`config.mk`:
```
export PLATFORM = sky130hd
export DESIGN_NAME = vga_bus_master_flat
export DESIGN_NICKNAME = d
export VERILOG_FILES = /design/src/rtl/vga_bus_master_if.sv /design/src/rtl/vga_bus_master.sv /design/src/flat_wrapper.sv
export SDC_FILE = /design/constraint.sdc
export NUM_CORES = 1
export LEC_CHECK = 0
export CAP_MARGIN = 30
export CORE_MARGIN = 10
export CORE_UTILIZATION = 45
export CTS_CLUSTER_SIZE = 8
export DETAILED_ROUTE_END_ITERATION = 10
export PLACE_DENSITY = 0.68
export REMOVE_ABC_BUFFERS = 1
export SLEW_MARGIN = 30
export SYNTH_ARGS = -nofsm -noshare
export SYNTH_HDL_FRONTEND = slang
export SYNTH_SLANG_ARGS = --single-unit
```
`constraint.sdc`:
```
create_clock -name clk -period 4.9 [get_ports clk]
set_input_delay 0.735 -clock clk [delete_from_list [all_inputs] [get_ports clk]]
set_output_delay 0.735 -clock clk [all_outputs]
set_load 0.005 [all_outputs]
```
`src/rtl/vga_bus_master_if.sv`:
```
// rtl/vga_bus_master_if.sv - command/response and device-bus bundle for vga_bus_master
interface vga_bus_master_if #(
    parameter int FIFO_DEPTH = 4
);
    logic                        cmd_valid;
    logic                        cmd_ready;
    logic                        cmd_write;
    logic [3:0]                  cmd_address;
    logic [7:0]                  cmd_data;
    logic                        rsp_valid;
    logic                        rsp_ready;
    logic [7:0]                  rsp_data;
    logic [3:0]                  bus_address;
    logic                        bus_enable;
    logic                        bus_mode;
    logic [7:0]                  bus_data_out;
    logic [7:0]                  bus_data_in;
    logic [$clog2(FIFO_DEPTH):0] fifo_count;
    logic                        busy;

    modport master (
        input  cmd_valid, cmd_write, cmd_address, cmd_data, rsp_ready, bus_data_in,
        output cmd_ready, rsp_valid, rsp_data, bus_address, bus_enable, bus_mode,
               bus_data_out, fifo_count, busy
    );

    modport slave (
        output cmd_valid, cmd_write, cmd_address, cmd_data, rsp_ready, bus_data_in,
        input  cmd_ready, rsp_valid, rsp_data, bus_address, bus_enable, bus_mode,
               bus_data_out, fifo_count, busy
    );
endinterface

```
`src/rtl/vga_bus_master.sv`:
```
// rtl/vga_bus_master.sv - queued register-access master driving a VGA device bus
module vga_bus_master #(
    parameter int FIFO_DEPTH  = 4,
    parameter int READ_CYCLES = 2
) (
    input  logic             clk,
    input  logic             reset,
    vga_bus_master_if.master bus
);
    localparam int PW = $clog2(FIFO_DEPTH);
    localparam int CW = 2;
    localparam logic [PW:0] DEPTH_C = (PW+1)'(FIFO_DEPTH);

    localparam logic [1:0] IDLE  = 2'd0;
    localparam logic [1:0] WRITE = 2'd1;
    localparam logic [1:0] READ  = 2'd2;
    localparam logic [1:0] RESP  = 2'd3;

    // FIFO entry layout: {write, address[3:0], data[7:0]}
    logic [12:0]   mem_q [FIFO_DEPTH];
    logic [PW-1:0] wr_ptr_q, wr_ptr_d;
    logic [PW-1:0] rd_ptr_q, rd_ptr_d;
    logic [PW:0]   count_q, count_d;
    logic          ready_en_q;
    logic          push;
    logic          pop;
    logic [12:0]   head;

    logic [1:0]    state_q, state_d;
    logic [CW-1:0] cnt_q, cnt_d;
    logic          bus_en_q, bus_en_d;
    logic          bus_mode_q, bus_mode_d;
    logic [3:0]    bus_addr_q, bus_addr_d;
    logic [7:0]    bus_dout_q, bus_dout_d;
    logic          rsp_valid_q, rsp_valid_d;
    logic [7:0]    rsp_data_q, rsp_data_d;

    // ready_en_q holds cmd_ready low until the first edge after reset releases
    assign bus.cmd_ready = ready_en_q && (count_q < DEPTH_C);
    assign push          = bus.cmd_valid && bus.cmd_ready;
    assign head          = mem_q[rd_ptr_q];

    always_comb begin
        wr_ptr_d = push ? wr_ptr_q + PW'(1) : wr_ptr_q;
        rd_ptr_d = pop  ? rd_ptr_q + PW'(1) : rd_ptr_q;
        unique case ({push, pop})
            2'b10:   count_d = count_q + 1'b1;
            2'b01:   count_d = count_q - 1'b1;
            default: count_d = count_q;
        endcase
    end

    always_comb begin
        state_d     = state_q;
        cnt_d       = cnt_q;
        bus_en_d    = bus_en_q;
        bus_mode_d  = bus_mode_q;
        bus_addr_d  = bus_addr_q;
        bus_dout_d  = bus_dout_q;
        rsp_valid_d = rsp_valid_q;
        rsp_data_d  = rsp_data_q;
        pop         = 1'b0;

        if (rsp_valid_q && bus.rsp_ready) begin
            rsp_valid_d = 1'b0;
        end

        case (state_q)
            IDLE: begin
                if (count_q != '0) begin
                    if (head[12]) begin
                        pop        = 1'b1;
                        bus_en_d   = 1'b1;
                        bus_mode_d = 1'b0;
                        bus_addr_d = head[11:8];
                        bus_dout_d = head[7:0];
                        state_d    = WRITE;
                    end else if (!rsp_valid_q) begin
                        // a read waits at the head until the previous response is taken
                        pop        = 1'b1;
                        bus_en_d   = 1'b1;
                        bus_mode_d = 1'b1;
                        bus_addr_d = head[11:8];
                        bus_dout_d = 8'h00;
                        cnt_d      = CW'(READ_CYCLES - 1);
                        state_d    = READ;
                    end
                end
            end
            WRITE: begin
                bus_en_d   = 1'b0;
                bus_mode_d = 1'b0;
                bus_addr_d = 4'h0;
                bus_dout_d = 8'h00;
                state_d    = IDLE;
            end
            READ: begin
                if (cnt_q == '0) begin
                    rsp_data_d  = bus.bus_data_in;
                    rsp_valid_d = 1'b1;
                    bus_en_d    = 1'b0;
                    bus_mode_d  = 1'b0;
                    bus_addr_d  = 4'h0;
                    bus_dout_d  = 8'h00;
                    state_d     = RESP;
                end else begin
                    cnt_d = cnt_q - CW'(1);
                end
            end
            RESP: begin
                state_d = IDLE;
            end
            default: begin
                bus_en_d   = 1'b0;
                bus_mode_d = 1'b0;
                bus_addr_d = 4'h0;
                bus_dout_d = 8'h00;
                state_d    = IDLE;
            end
        endcase
    end

    always_ff @(posedge clk) begin
        if (push) begin
            mem_q[wr_ptr_q] <= {bus.cmd_write, bus.cmd_address, bus.cmd_data};
        end
    end

    always_ff @(posedge clk or posedge reset) begin
        if (reset) begin
            wr_ptr_q    <= '0;
            rd_ptr_q    <= '0;
            count_q     <= '0;
            ready_en_q  <= 1'b0;
            state_q     <= IDLE;
            cnt_q       <= '0;
            bus_en_q    <= 1'b0;
            bus_mode_q  <= 1'b0;
            bus_addr_q  <= 4'h0;
            bus_dout_q  <= 8'h00;
            rsp_valid_q <= 1'b0;
            rsp_data_q  <= 8'h00;
        end else begin
            wr_ptr_q    <= wr_ptr_d;
            rd_ptr_q    <= rd_ptr_d;
            count_q     <= count_d;
            ready_en_q  <= 1'b1;
            state_q     <= state_d;
            cnt_q       <= cnt_d;
            bus_en_q    <= bus_en_d;
            bus_mode_q  <= bus_mode_d;
            bus_addr_q  <= bus_addr_d;
            bus_dout_q  <= bus_dout_d;
            rsp_valid_q <= rsp_valid_d;
            rsp_data_q  <= rsp_data_d;
        end
    end

    assign bus.bus_enable   = bus_en_q;
    assign bus.bus_mode     = bus_mode_q;
    assign bus.bus_address  = bus_addr_q;
    assign bus.bus_data_out = bus_dout_q;
    assign bus.rsp_valid    = rsp_valid_q;
    assign bus.rsp_data     = rsp_data_q;
    assign bus.fifo_count   = count_q;
    assign bus.busy         = (count_q != '0) || (state_q != IDLE) || rsp_valid_q;
endmodule
```
`src/flat_wrapper.sv`:
```
// flat-port wrapper written by rule: the top's interface ports become plain ports
module vga_bus_master_flat 
#(
    parameter int FIFO_DEPTH  = 4,
    parameter int READ_CYCLES = 2
)
  (clk, reset, bus_cmd_valid, bus_cmd_write, bus_cmd_address, bus_cmd_data, bus_rsp_ready, bus_bus_data_in, bus_cmd_ready, bus_rsp_valid, bus_rsp_data, bus_bus_address, bus_bus_enable, bus_bus_mode, bus_bus_data_out, bus_fifo_count, bus_busy);
  vga_bus_master_if #(.FIFO_DEPTH(FIFO_DEPTH)) bus_i ();
  input  logic clk;
  input  logic reset;
  input wire logic [$bits(bus_i.cmd_valid)-1:0] bus_cmd_valid;
  input wire logic [$bits(bus_i.cmd_write)-1:0] bus_cmd_write;
  input wire logic [$bits(bus_i.cmd_address)-1:0] bus_cmd_address;
  input wire logic [$bits(bus_i.cmd_data)-1:0] bus_cmd_data;
  input wire logic [$bits(bus_i.rsp_ready)-1:0] bus_rsp_ready;
  input wire logic [$bits(bus_i.bus_data_in)-1:0] bus_bus_data_in;
  output wire logic [$bits(bus_i.cmd_ready)-1:0] bus_cmd_ready;
  output wire logic [$bits(bus_i.rsp_valid)-1:0] bus_rsp_valid;
  output wire logic [$bits(bus_i.rsp_data)-1:0] bus_rsp_data;
  output wire logic [$bits(bus_i.bus_address)-1:0] bus_bus_address;
  output wire logic [$bits(bus_i.bus_enable)-1:0] bus_bus_enable;
  output wire logic [$bits(bus_i.bus_mode)-1:0] bus_bus_mode;
  output wire logic [$bits(bus_i.bus_data_out)-1:0] bus_bus_data_out;
  output wire logic [$bits(bus_i.fifo_count)-1:0] bus_fifo_count;
  output wire logic [$bits(bus_i.busy)-1:0] bus_busy;
  assign bus_i.cmd_valid = bus_cmd_valid;
  assign bus_i.cmd_write = bus_cmd_write;
  assign bus_i.cmd_address = bus_cmd_address;
  assign bus_i.cmd_data = bus_cmd_data;
  assign bus_i.rsp_ready = bus_rsp_ready;
  assign bus_i.bus_data_in = bus_bus_data_in;
  assign bus_cmd_ready = bus_i.cmd_ready;
  assign bus_rsp_valid = bus_i.rsp_valid;
  assign bus_rsp_data = bus_i.rsp_data;
  assign bus_bus_address = bus_i.bus_address;
  assign bus_bus_enable = bus_i.bus_enable;
  assign bus_bus_mode = bus_i.bus_mode;
  assign bus_bus_data_out = bus_i.bus_data_out;
  assign bus_fifo_count = bus_i.fifo_count;
  assign bus_busy = bus_i.busy;
  vga_bus_master #(.FIFO_DEPTH(FIFO_DEPTH), .READ_CYCLES(READ_CYCLES)) u_core (.clk(clk), .reset(reset), .bus(bus_i));
endmodule
```
# --- After elaboration in Yosys (flattened, before gate mapping) ---
# Memory sizes are Yosys's and may differ from the RTL's.
# Cells that the tools add are included.
# Widths: inputs -> output; s select.
classes:
  reduce_logical: 17
  muxes: 38
  magnitude_cmp: 1
  addsub: 5
  n_eq_ne: 11
op_table:
  columns: ["operator", "n"]
  rows:
  - ["$mux 8", 4]
  - ["$pmux 8 s3", 1]
  - ["$mux 2", 8]
  - ["$mux 4", 4]
  - ["$mux 1", 15]
  - ["$pmux 4 s3", 1]
  - ["$eq 2x2->1 const B", 3]
  - ["$ne 2x2->1 const B", 3]
  - ["$pmux 1 s3", 2]
  - ["$pmux 2 s3", 1]
  - ["$pmux 3 s2", 1]
  - ["$reduce_bool 2->1", 3]
  - ["$reduce_bool 3->1", 2]
  - ["$reduce_and 5->1", 1]
  - ["$add 2x1->2 const B", 2]
  - ["$eq 2x1->1 const B", 2]
  - ["$logic_not 2->1", 2]
  - ["$ne 2x1->1 const B", 2]
  - ["$pmux 2 s2", 1]
  - ["$reduce_and 4->1", 1]
  - ["$add 3x1->3 const B", 1]
  - ["$logic_and 1x1->1", 3]
  - ["$lt 3x3->1 const B", 1]
  - ["$ne 3x2->1 const B", 1]
  - ["6 further kinds", 7]
totals:
  inputBits: 25
  wordCells: 85
  mem_count: 1
  mem_bits_rw: 52
  reg_bits: 35
mem_list:
  columns: ["name", "words", "width", "rd", "rd_clocked_by_memory_dff", "write_ports", "line_no", "rtl"]
  rows:
  - ["u_core.mem_q", 4, 13, 1, 0, 1, "vga_bus_master.sv:20", "logic [12:0] mem_q [FIFO_DEPTH];"]

# --- Depth between registers and ports, before layout ---
# Gate-level depths: netlist of run 1.
logic_depth:
  depth_word: 6
  depth_mapped: 10

# --- Worst setup path after synthesis of run 1 ---
# No wires, ideal clock.
synth_path:
  path_type: "register to register"
  start: "register u_core.rd_ptr_q[0]"
  end: "register u_core.count_q[2], in the netlist u_core.bus.fifo_count[2]"
  required_time_ns: 4.821
  setup_time_ns: 0.079
  arrival_time_ns: 1.986
  path_slack_ns: 2.835
  path_stages_with_launch: 11
  n_path_buf: 1
  synth_period_minus_slack_ns: 2.065
  path_cell_list: "dfrtp_1 buf_6 mux4_2 nor2_1 nor2_1 ha_1 inv_1 fa_1 xor2_1 nor2_1 xor2_1"
synth_between:
  elab_chain_cells: 6
  elab_cells_between_ends: 8
synth_lines:
  columns: ["item", "line_no", "rtl"]
  rows:
  - ["from (decl)", "vga_bus_master.sv:22", "logic [PW-1:0] rd_ptr_q, rd_ptr_d;"]
  - ["from (signal assigned)", "vga_bus_master.sv:145", "rd_ptr_q <= rd_ptr_d;"]
  - ["$mem_v2 4x13 *", null, null]
  - ["$mux 1 *", "vga_bus_master.sv:71", "if (head[12]) begin"]
  - ["$mux 1 *", "vga_bus_master.sv:70", "if (count_q != '0) begin"]
  - ["$mux 1 *", "vga_bus_master.sv:68", "case (state_q)"]
  - ["net u_core.pop", "vga_bus_master.sv:26", "logic pop;"]
  - ["$eq 2x1->1 / $eq 2x2->1 (equally long branches)", "vga_bus_master.sv:46", "unique case ({push, pop})"]
  - ["$pmux 3 s2 / $reduce_bool 2->1 (equally long branches)", null, null]
  - ["to (signal assigned)", "vga_bus_master.sv:146", "count_q <= count_d;"]
  - ["to (decl)", "vga_bus_master.sv:23", "logic [PW:0] count_q, count_d;"]
# The timed path passes the listed nets; every way through them passes the cells marked *.
# A chain may end at the register's enable or synchronous reset.

# --- Final worst setup path of run 1 ---
layout_path:
  start: "register u_core.rd_ptr_q[0]"
  end: "register u_core.bus_dout_q[5], in the netlist u_core.bus.bus_data_out[5]"
layout_between:
  elab_chain_cells: 4
  elab_cells_between_ends: 6
layout_lines:
  columns: ["item", "line_no", "rtl"]
  rows:
  - ["$mem_v2 4x13 *", null, null]
  - ["$mux 8", "vga_bus_master.sv:71", null]
  - ["$mux 8", "vga_bus_master.sv:70", null]
  - ["$pmux 8 s3", "vga_bus_master.sv:68", null]
  - ["to (signal assigned)", "vga_bus_master.sv:153", "bus_dout_q <= bus_dout_d;"]
  - ["to (decl)", "vga_bus_master.sv:34", "logic [7:0] bus_dout_q, bus_dout_d;"]
# Mark *: on every way between the ends. The rest lies on a longest branch, timed or not. The select of a mux whose other input is x is not followed.

==> impl.org, run 1 <==
** Outcome
- The flow ran to the end, and the final reports show no timing, DRC or antenna violations.

** Power
- Clock Power Share :: 19.4%
- In this run the power spent charging and discharging nets is 803 uW.
- Combinational logic is responsible for 38.0% of the overall power.
- Fraction of power spent switching nets :: 31.7%
- Internal Power :: 1.73 mW
- P per Cell Area :: 567 nW/um^2
- IR analysis of the VDD net gives a maximum drop of 0.186 mV.
- Register share of total power :: 42.6%
- LEAKAGE :: 1.71 nW

** Clocking
- Hold repair after CTS inserted 0 buffers.
- Reg clk slew, reported paths :: 0.08 ns
- Resize count post-CTS :: 0
- The clock passes through at most 2 buffers.
- Clock tree from TritonCTS :: yes
- The clock reaches the later pin of the worst-skew pair after 0.35 ns.
- The clock net in this run drives a total of 87 sinks.
- The tree is rooted in a sky130_fd_sc_hd__clkbuf_8.
- Number of buffers added for setup after CTS :: 0
- Number of buffers added by the clock tree synthesis step :: 9
- The clock tree synthesis step divided the H-tree into 3 levels.

** Floorplanning
- Height of the die :: 110 um
- Initial standard-cell utilization of the core :: 46.8%
- Row Count :: 32
- I/O pin count :: 53
- The die is 110 um wide.
- The total area inside the core boundary comes to 7850 um^2.
- The die covers 12,200 um^2.

** STA
- Once routing completed, OpenROAD measured the worst setup slack at 2.01 ns.
- The routed design could run at a clock period as short as 2.89 ns.
- Static timing analysis puts the maximum clock frequency at 0.346 GHz.
- Headroom to the max-slew limit came out at 45.2%.
- The total count of hold-check failures in the final report is 0.
- Final setup violation count :: 0
- Clock skew on the completed layout was measured at 0.00991 ns.
- Of the available clock period, the critical path in the final layout requires 59.0%.
- Setup repair after global routing missed its margin :: no
- The total count of max-transition violations in the final report is 0.
- At the pin with the least slew margin, the transition time is 0.822 ns.
- Final total negative setup slack :: 0 ns

** Global routing
- In the global route stage, overall resource usage came out at 11.2%.
- Number of antenna violations at the first check in global routing :: 0
- Maximum number of pins on one net before global-route repair :: 36
- The via count of the first global-routing pass is 2,024.
- Overflow left after global routing :: 0
- The first global-routing pass estimated 10,400 um of wire.

** Routing
- The first detailed-routing pass ran for 4 iterations.
- Dividing the detail-routed via count by the number of cells gives 5.03.
- After detailed routing, the number of remaining DRC violations is 0.
- DRT Wirelength :: 6410 um
- Routed length per placed instance :: 16.5 um
- In this run, the number of DRC markers left after iteration 0 of detailed routing was 58.
- Routed vias :: 1,955
- The detail route stage leaves a number of antenna-violating nets equal to 0.

** Critical path
- Critical path arrival :: 3.12 ns
- The setup check on the worst reg-to-reg path leaves a slack of 2.01 ns.
- Critical path origin :: u_core.rd_ptr_q[0]
- In this run the worst path has a maximum fanout of 16.
- STA classifies the critical path startpoint as a flop.
- The worst register-to-register path begins at u_core.rd_ptr_q[0].
- The worst setup path is of the reg -> reg kind.
- Required arrival time at the worst endpoint :: 5.13 ns
- The worst setup path is captured at a flop.

** Yosys
- For this run, asynchronously set or reset flops after synthesis account for 40.2%.
- Count of synthesis-stage warnings from yosys :: 0
- Sequential element share of the synthesized area :: 66.3%
- Yosys mapped a number of flops with a built-in enable equal to 52.
- In this run, synthesis produced a sequential element count of 87.
- Counting distinct cell types in the post-synthesis netlist gives 36.
- Number of instances in the synthesized netlist :: 224
- Mean post-synth cell area :: 16.4 um^2
- Primary flip-flop cell chosen by synthesis mapping :: sky130_fd_sc_hd__edfxtp_1
- The mapped netlist covers 3670 um^2.

** Place
- During placement, the flow inserted port buffers numbering 52.
- Placed cell count :: 373
- Total half-perimeter wirelength after legalization and detailed placement :: 4500 um
- Worst slack at placement :: 1.93 ns
- RePlAce Congestion :: 0.745

** Layout
- In the final design database the tool counted 318 nets.
- For this run, the number of standard cells in the final layout without fillers is 389.
- Compared with the post-synthesis result, the final layout area differs by 21.7%.
- Measured on the finished design, the core utilization comes to 57.0%.
- The repair_antennas step left the layout with diodes totalling 0.
- Cells with a size suffix above 1 make up 14.6% of the layout.
- Filler cells :: 643

** Min path
- The path class of the tightest hold or removal check is reg -> reg.
- The worst hold path begins at u_core.bus.rsp_data[5].

** Run
- Max-cap violations :: 0
[cell families after synthesis]
group / after synthesis / synth area share (%)
AOI/OAI and AO/OA: 27 / 4.87
xor gates and xnor gates: 4 / 0.954
adders and majority gates: 11 / 3.95
buffers and inverters: 21 / 3.06
DFF: 87 / 66.3
muxes: 33 / 14.9
other: 1 / 0.102
and+or+nand+nor: 40 / 5.82
[metal layers]
layer / vias up / track usage [%] / wire, um
li1: 941 / - / -
met1: 964 / 14.5 / 2850
met2: 40 / 17.0 / 3100
met3: 10 / 3.37 / 362
met4: 0 / 5.23 / 104
met5: - / 0 / 0
[power by group through the flow]
stage	Sequential, mW	Combinational, mW	Clock (mW)
floorplan	1.07	0.629	0
global placement	1.09	0.960	0
detailed placement	1.10	0.979	0
CTS	1.09	0.981	0.507
global route	1.11	1.08	0.540
finish	1.08	0.962	0.492
[synth_stat cells (all sizes together) (2+ instances only)]
| cell | number | area (um^2) |
|---|---|---|
| nor2b | 10 | 62.6 |
| mux2 | 17 | 206 |
| ha | 10 | 125 |
| mux2i | 3 | 30.0 |
| inv | 15 | 56.3 |
| xor2 | 2 | 17.5 |
| edfxtp | 52 | 1560 |
| o31ai | 2 | 15.0 |
| o21ai | 19 | 95.1 |
| nand2b | 5 | 31.3 |
| mux4 | 13 | 312 |
| nand3 | 2 | 10.0 |
| buf | 6 | 56.3 |
| nor3 | 2 | 10.0 |
| nand2 | 7 | 26.3 |
| dfrtp | 35 | 876 |
| nor2 | 6 | 22.5 |
| xnor2 | 2 | 17.5 |
| and3 | 4 | 25.0 |
[layout make-up]
cell class              count  area, um^2  share of cell area [%]
flip-flops and latches     87        2440                    54.5
multi-input cells         116        1120                    25.2
repair buffers             53         528                    11.8
clock buffers              10         128                    2.85
well taps                 102         128                    2.85
clock inverters             6        70.1                    1.57
inverters                  15        56.3                    1.26
[state kept, by name (all words and copies together) (netlist names)]
register,count
u_core.bus.bus_address,4
u_core.bus.bus_data_out,8
u_core.bus.bus_enable,1
u_core.bus.bus_mode,1
u_core.bus.fifo_count,3
u_core.bus.rsp_data,8
u_core.bus.rsp_valid,1
u_core.cnt_q,2
u_core.mem_q,52
u_core.rd_ptr_q,2
u_core.ready_en_q,1
u_core.state_q,2
u_core.wr_ptr_q,2
[metrics by stage]
step	area, um^2	power, mW	hold WS (ns)
after global routing	4470	2.72	0.532
after global placement	4270	2.05	0.486
after floorplan	3620	1.70	0.466
after detailed placement	4270	2.08	0.491
after CTS	4470	2.57	0.511
final	4470	2.53	0.511
[worst paths after layout]
check | cells after the start | end
hold / removal | 1 | u_core.bus.rsp_data[5]
setup / recovery | 4 | u_core.bus.bus_data_out[5]
setup reg to reg | 4 | u_core.bus.bus_data_out[5]
max in group asynchronous | 3 | u_core.rd_ptr_q[0]
hold reg to reg | 1 | u_core.bus.rsp_data[5]
min in group asynchronous | 3 | u_core.bus.bus_data_out[3]
[layout by cell type (no fill, tap or decap), types with 3 or more instances in the layout]
cell type	netlist	layout
sky130_fd_sc_hd__clkdlybuf4s50_1	0	52
sky130_fd_sc_hd__mux2_2	13	13
sky130_fd_sc_hd__nor2_1	6	6
sky130_fd_sc_hd__mux2i_1	3	3
sky130_fd_sc_hd__nor2b_1	10	10
sky130_fd_sc_hd__mux2_4	4	4
sky130_fd_sc_hd__nand2_1	7	7
sky130_fd_sc_hd__clkbuf_8	0	9
sky130_fd_sc_hd__nand2b_1	5	5
sky130_fd_sc_hd__inv_1	15	15
sky130_fd_sc_hd__clkinvlp_4	0	3
sky130_fd_sc_hd__dfrtp_1	35	35
sky130_fd_sc_hd__and3_1	4	4
sky130_fd_sc_hd__ha_1	10	10
sky130_fd_sc_hd__o21ai_0	19	19
sky130_fd_sc_hd__edfxtp_1	52	52
sky130_fd_sc_hd__mux4_2	8	8
sky130_fd_sc_hd__mux4_1	5	5
[critical path: stages, from the launching register on]
cell                       delay (ns)
sky130_fd_sc_hd__dfrtp_1         0.88
sky130_fd_sc_hd__mux4_2          0.70
sky130_fd_sc_hd__o221ai_4        0.30
sky130_fd_sc_hd__or2_1           0.50
sky130_fd_sc_hd__mux2_2          0.39
Power figures use the tool's default switching activity.
==> run 2, diff against run 1 <==
--- a/config.mk
+++ b/config.mk
@@ -10,7 +10,7 @@
 export CORE_UTILIZATION = 45
 export CTS_CLUSTER_SIZE = 8
 export DETAILED_ROUTE_END_ITERATION = 10
-export PLACE_DENSITY = 0.68
+export PLACE_DENSITY = 0.71
 export REMOVE_ABC_BUFFERS = 1
 export SLEW_MARGIN = 30
 export SYNTH_ARGS = -nofsm -noshare
==> constraint.sdc (replaced) <==
create_clock -name clk -period 2.5 [get_ports clk]
set_input_delay 0.375 -clock clk [delete_from_list [all_inputs] [get_ports clk]]
set_output_delay 0.375 -clock clk [all_outputs]
set_load 0.005 [all_outputs]
==> impl.org, run 2 (synthesized netlist as in run 1, its figures left out) <==
** Outcome
- The run finished with clean final reports.

** Global routing
- The aggregate global routing overflow came to 0 (unchanged).
- Number of antenna violations at the first check in global routing :: 0 (unchanged)
- The total global-route track usage is 11.3% (+0.13 points).
- Via count of the first global-routing pass :: 2,145 (+6.0%)
- The maximum number of pins on one net before global-route repair was 36 (unchanged).
- The first-pass GRT wire length came to 10,600 um (+1.7%).

** Layout
- The register with the most flip-flops in the final layout is u_core.mem_q.
- Filler cells :: 637 (-0.93%)
- In the layout the commonest cells are sky130_fd_sc_hd__clkdlybuf4s50_1, sky130_fd_sc_hd__edfxtp_1, sky130_fd_sc_hd__dfrtp_1.
- Cell Count, Final, Fillers Out :: 397 (+2.1%)
- Util after Layout :: 57.8% (+0.80 points)
- The share of cells above drive strength 1 is 17.3% (+2.7 points).
- The register area is 2440 um^2 (unchanged).
- Max reg flops :: 52 (unchanged)
- Number of antenna cells inserted :: 0 (unchanged)
- The footprint of the multi-input gates is 1120 um^2 (unchanged).
- Final #Nets :: 327 (+2.8%)
- Area growth from synthesis to layout :: 23.4%

** Routing
- The detailed router's first-iteration violation count is 56 (-3.4%).
- Drt drc :: 0 (unchanged)
- The number of antenna-violating nets in the routed design came to 0 (unchanged).
- Routed length per placed instance :: 16.4 um (-0.56%)
- The detailed-route wire length is 6510 um (+1.5%).
- The via count of the routed design was 1,990 (+1.8%).
- The number of optimization iterations in the first detailed-route pass came to 4 (unchanged).
- Per-cell via count in the routed design :: 5.01 (-0.26%)

** Power
- The sequential cell fraction of total power came to 39.8% (-2.8 points).
- The worst-case vdd ir drop came to 0.401 mV (+120%).
- LEAKAGE :: 1.76 nW (+3.1%)
- The clock network power share is 19.2% (-0.2 points).
- Relative contribution of combinational cells to total power :: 41.1% (+3.1 points)
- Total power after layout :: 5.06 mW (+100%)
- The total power density per cell area was 1120 nW/um^2 (+97%).
- Fraction of power spent switching nets :: 31.7% (about the same)
- Internal Power :: 3.46 mW (+100%)
- Switching power :: 1.60 mW (+100%)

** Clocking
- The cts-stage hold buffer count is 0 (unchanged).
- Resize count post-CTS :: 0 (unchanged)
- TritonCTS built the clock tree.
- Clk root buf :: sky130_fd_sc_hd__clkbuf_8
- The number of sinks on the clock net was 87 (unchanged).
- Clock Latency Late Sink :: 0.35 ns (about the same)
- The count of H-tree levels built during CTS came to 3 (unchanged).
- The TritonCTS buffer count was 9 (unchanged).
- The clock slew seen by the registers of the worst setup and hold paths was 0.09 ns (about the same).
- The maximum clock insertion buffer count came to 2 (unchanged).
- Number of buffers added for setup after CTS :: 0 (unchanged)

** Floorplanning
- Height of the die :: 110 um (unchanged)
- The area of the core region is 7850 um^2 (unchanged).
- Initial standard-cell utilization of the core :: 46.8% (unchanged)
- Chip width :: 110 um (unchanged)
- The floorplan row count is 32 (unchanged).
- Area enclosed by the die boundary :: 12,200 um^2 (unchanged)
- The number of top-level pins was 53 (unchanged).

** STA
- The maximum frequency from static timing analysis came to 0.459 GHz (+33%).
- The worst-case hold slack was 0.409 ns (-0.102 ns).
- Time the worst path needs with I/O delays and setup :: 2.18 ns (-0.713 ns)
- The share of the clock period used by the worst path after layout was 87.1% (+28 points).
- Final setup violation count :: 0 (unchanged)
- Final-report max-slew violation count :: 0 (unchanged)
- Final number of hold-violating endpoints :: 0 (unchanged)
- Setup repair after global routing left no endpoint under its margin.
- Worst clock skew :: 0.00834 ns (-0.00157 ns)
- The setup total negative slack came to 0 ns (unchanged).

** Critical path
- Startpoint Class :: flop
- Critical path origin :: u_core.state_q[1]
- Launching point of the worst reg2reg path :: u_core.state_q[1]
- The worst reg-to-reg setup slack is 0.32 ns (-1.69 ns).
- Required arrival time at the worst endpoint :: 2.78 ns (-2.35 ns)
- Worst setup endpoint :: u_core.bus.fifo_count[2]
- In this run the critical register-to-register path is captured at u_core.bus.fifo_count[2].
- STA classifies the critical path endpoint as a flop.
- The arrival time of data at the critical path endpoint is 2.46 ns (-0.66 ns).
- The worst setup path is of the reg -> reg kind.
- The highest fanout seen on the critical path is 7 (-9).
- Cell depth of the worst flop-to-flop path :: 10 (+6)

** Run
- The max-capacitance violation count was 0 (unchanged).

** Min path
- The min-delay analysis places its worst path in the category in -> async.

** Place
- The number of cells in the design after placement is 382 (+2.4%).
- Total half-perimeter wirelength after legalization and detailed placement :: 4680 um (+4.1%)
- The number of I/O port buffers is 52 (unchanged).
- The placer's final routability congestion estimate came to 0.773 (+3.7%).
-- run 2: changes by cell type in the layout (fill, tap and decap cells not counted) --
cell,before,now
sky130_fd_sc_hd__clkbuf_1,1,0
sky130_fd_sc_hd__clkinvlp_4,3,1
sky130_fd_sc_hd__clkinv_4,1,0
sky130_fd_sc_hd__inv_6,1,3
sky130_fd_sc_hd__clkinv_2,0,1
sky130_fd_sc_hd__buf_4,1,10
-- run 2: metal layers --
layer	global-route usage [%]	part of all wire (%)
met1	14.1	43
met2	17.7	50
met3	2.55	4.5
met4	6.79	2.1
met5	0	0
-- run 2: cell type report --
type | count | area share (%)
Clock inverter | 6 | 1.52
Sequential cell | 87 | 53.8
Timing Repair Buffer | 62 | 13.1
Inverter | 15 | 1.24
Clock buffer | 9 | 2.73
Tap cell | 102 | 2.81
Multi-Input combinational cell | 116 | 24.8
-- run 2: worst min path at each step --
stage                           start                  endpoint  cells past startpoint
6_report                        reset  u_core.bus.fifo_count[1]                      3
5_1_grt                         reset  u_core.bus.fifo_count[1]                      3
4_1_cts                         reset         u_core.ready_en_q                      3
3_5_place_dp   u_core.bus.rsp_data[4]    u_core.bus.rsp_data[4]                      1
3_3_place_gp   u_core.bus.rsp_data[5]    u_core.bus.rsp_data[5]                      1
2_1_floorplan         u_core.cnt_q[1]           u_core.cnt_q[1]                      1
-- run 2: worst max-delay path, cell delays in order (launching register included) --
cell and delay (ns):
sky130_fd_sc_hd__dfrtp_1 0.42, sky130_fd_sc_hd__inv_1 0.10, sky130_fd_sc_hd__ha_1 0.28, sky130_fd_sc_hd__nand2_1 0.13, sky130_fd_sc_hd__nor2_1 0.16, sky130_fd_sc_hd__ha_1 0.20, sky130_fd_sc_hd__inv_1 0.06, sky130_fd_sc_hd__fa_1 0.37
sky130_fd_sc_hd__xor2_1 0.15, sky130_fd_sc_hd__nor2_1 0.11, sky130_fd_sc_hd__xor2_1 0.15
-- run 2: per-stage QoR --
| step | instance area, um^2 | setup slack [ns] |
|---|---|---|
| detailed placement | 4340 | 0.310 |
| finish | 4530 | 0.323 |
| floorplan | 3620 | -0.0615 |
| global placement | 4340 | 0.373 |
| CTS | 4530 | 0.313 |
| global route | 4530 | 0.156 |
-- run 2: power by group through the flow --
| stage | logic, mW | registers, mW | clock network (mW) |
|---|---|---|---|
| after global placement | 2.08 | 2.03 | 0 |
| final | 2.08 | 2.01 | 0.969 |
| after global routing | 2.32 | 2.06 | 1.06 |
| after detailed placement | 2.12 | 2.05 | 0 |
| after floorplan | 1.23 | 2.10 | 0 |
| after CTS | 2.13 | 2.02 | 0.994 |
==> run 3, diff against run 2 <==
--- a/config.mk
+++ b/config.mk
@@ -6,6 +6,7 @@
 export NUM_CORES = 1
 export LEC_CHECK = 0
 export CAP_MARGIN = 30
+export CORE_ASPECT_RATIO = 1.4
 export CORE_MARGIN = 10
 export CORE_UTILIZATION = 45
 export CTS_CLUSTER_SIZE = 8
==> impl.org, run 3 (synthesized netlist as in run 1, its figures left out) <==
** Clocking
- Htree depth :: 3 (unchanged)
- Reg clk slew, reported paths :: 0.09 ns (about the same)
- The maximum clock insertion buffer count came to 2 (unchanged).
- TritonCTS built the clock tree.
- The worst-skew pair later-pin latency is 0.36 ns (about the same).
- The cts-stage hold buffer count is 0 (unchanged).
- The number of sinks on the clock net came to 87 (unchanged).
- The total of cells resized after clock tree synthesis is 0 (unchanged).
- Number of buffers added for setup after CTS :: 0 (unchanged)
- The TritonCTS buffer count came to 9 (unchanged).
- The cell sitting at the root of the clock tree is a sky130_fd_sc_hd__clkbuf_8.

** Global routing
- Met1 usage in global routing :: 12.9% (-1.2 points)
- met2 is the most crowded layer.
- The initial antenna violation count is 0 (unchanged).
- The total global-route track usage was 11.4% (+0.057 points).
- The met2 routing resource usage after global routing came to 18.9% (+1.2 points).
- Maximum number of pins on one net before global-route repair :: 36 (unchanged)
- Met3 track demand over resource in global routing :: 2.77% (+0.22 points)
- Via count of the first global-routing pass :: 2,098 (-2.2%)
- The aggregate global routing overflow is 0 (unchanged).
- The first-pass GRT wire length was 10,600 um (+0.40%).

** Routing
- Drt drc :: 0 (unchanged)
- The number of antenna-violating nets in the routed design was 0 (unchanged).
- The via count of the routed design was 2,014 (+1.2%).
- The detailed router's first-iteration violation count is 97 (+73%).
- Number of detailed-route iterations in the first pass :: 4 (unchanged)
- DRT Wirelength :: 6510 um (about the same)
- Routed length per placed instance :: 16.5 um (+0.58%)
- Per-cell via count in the routed design :: 5.10 (+1.7%)

** Place
- Worst slack at placement :: 0.216 ns (-0.0937 ns)
- Placed cell count :: 379 (-0.79%)
- The placer's final routability congestion estimate came to 0.785 (+1.6%).
- The number of I/O port buffers was 52 (unchanged).
- Placement Cell Area :: 4330 um^2 (-0.23%)
- Total half-perimeter wirelength after legalization and detailed placement :: 4740 um (+1.2%)

** Critical path
- Crit path kind :: reg -> reg
- Startpoint Class :: flop
- The highest fanout seen on the critical path came to 14 (+7).
- Critical path arrival :: 2.55 ns (+0.09 ns)
- Kind of end point of the critical path :: flop
- The worst endpoint required time is 2.75 ns (-0.03 ns).

** STA
- Slew at the pin closest to its max-slew limit :: 0.522 ns
- The final period demand of the worst path came to 2.30 ns (+0.121 ns).
- Final number of hold-violating endpoints :: 0 (unchanged)
- Smallest setup slack after layout :: 0.202 ns (-0.121 ns)
- Worst clock skew :: 0.0117 ns (+0.00338 ns)
- The maximum frequency from static timing analysis came to 0.435 GHz (-5.3%).
- Setup repair after global routing left no endpoint under its margin.
- Tightest hold margin :: 0.405 ns (-0.00433 ns)
- The final number of setup-violating endpoints is 0 (unchanged).
- Crit share post-route :: 91.9% (+4.8 points)
- Worst rel slew slack :: 65.2%
- Final-report max-slew violation count :: 0 (unchanged)

** Layout
- Area growth from synthesis to layout :: 22.5%
- The net count reported at finish is 326 (-0.31%).
- Most frequent cells in the layout :: sky130_fd_sc_hd__clkdlybuf4s50_1, sky130_fd_sc_hd__edfxtp_1, sky130_fd_sc_hd__dfrtp_1
- The number of flip-flops in the largest register came to 52 (unchanged).
- u_core.mem_q holds more flip-flops than any other register.
- The post-route cell area came to 4500 um^2 (-0.72%).
- Share of cells above drive strength 1 :: 16.6% (-0.68 points)
- Cell Count, Final, Fillers Out :: 395 (-0.50%)
- Number of antenna cells inserted :: 0 (unchanged)
- Filler cells :: 637 (unchanged)
- The final design utilization was 57.4% (-0.40 points).

** Power
- Maximum ir drop on the vdd rail :: 0.469 mV (+17%)
- P per Cell Area :: 1090 nW/um^2 (-2.6%)
- The leakage power total is 1.75 nW (-0.93%).

** Floorplanning
- Area enclosed by the die boundary :: 12,200 um^2 (+0.42%)
- Chip width :: 96.4 um (-13%)
- The effective utilization at floorplan came to 46.8% (about the same).
- The vertical die dimension came to 127 um (+15%).
- Core Box Area :: 7850 um^2 (about the same)
- I/O pin count :: 53 (unchanged)
- The floorplan row count is 38 (+19%).

** Run
- The max-capacitance violation count came to 0 (unchanged).

** Outcome
- Run status :: complete, no violations

** Min path
- Class of the tightest hold or removal check :: in -> async
## run 3: final cells by class
| cell class | instances | area (um^2) | share of cell area [%] |
|---|---|---|---|
| Sequential cell | 87 | 2440 | 54.1 |
| Clock buffer | 9 | 124 | 2.75 |
| Multi-Input combinational cell | 116 | 1120 | 25.0 |
| Timing Repair Buffer | 61 | 588 | 13.1 |
| Inverter | 15 | 56.3 | 1.25 |
| Tap cell | 100 | 125 | 2.78 |
| Clock inverter | 7 | 46.3 | 1.03 |
## run 3: where the power goes
group	switching [mW]	internal [mW]	total, mW
clock	0.491	0.360	0.851
combinational	0.907	1.12	2.03
sequential	0.170	1.85	2.02
## run 3: metrics by stage
step	total power [mW]	TNS, ns
after global placement	4.06	0
after global routing	5.26	0
final	4.89	0
after floorplan	3.33	-0.310
after CTS	4.98	0
after detailed placement	4.13	0
## run 3: worst paths after layout
kind,slack (ns),startpoint,endpoint,cells past startpoint
worst max-delay path,0.20,u_core.mem_q[3][12],u_core.bus.bus_data_out[4],4
worst max register to register,0.20,u_core.mem_q[3][12],u_core.bus.bus_data_out[4],4
max in group asynchronous,1.76,reset,u_core.bus.rsp_data[4],3
min in group clk,0.51,u_core.cnt_q[1],u_core.cnt_q[1],1
worst min-delay path,0.40,reset,u_core.bus.bus_data_out[6],3
worst min register to register,0.51,u_core.cnt_q[1],u_core.cnt_q[1],1
## run 3: critical path: stages (launching register included)
cell                       delay [ns]
sky130_fd_sc_hd__edfxtp_1        0.42
sky130_fd_sc_hd__mux4_2          0.58
sky130_fd_sc_hd__o221ai_4        0.31
sky130_fd_sc_hd__or2_1           0.49
sky130_fd_sc_hd__mux2_2          0.39
## run 3: per-layer routing
metal | wire, um | vias up
met5 | 0 | -
met4 | 145 | 0
met3 | 271 | 10
met2 | 3450 | 37
met1 | 2650 | 1008
li1 | - | 959
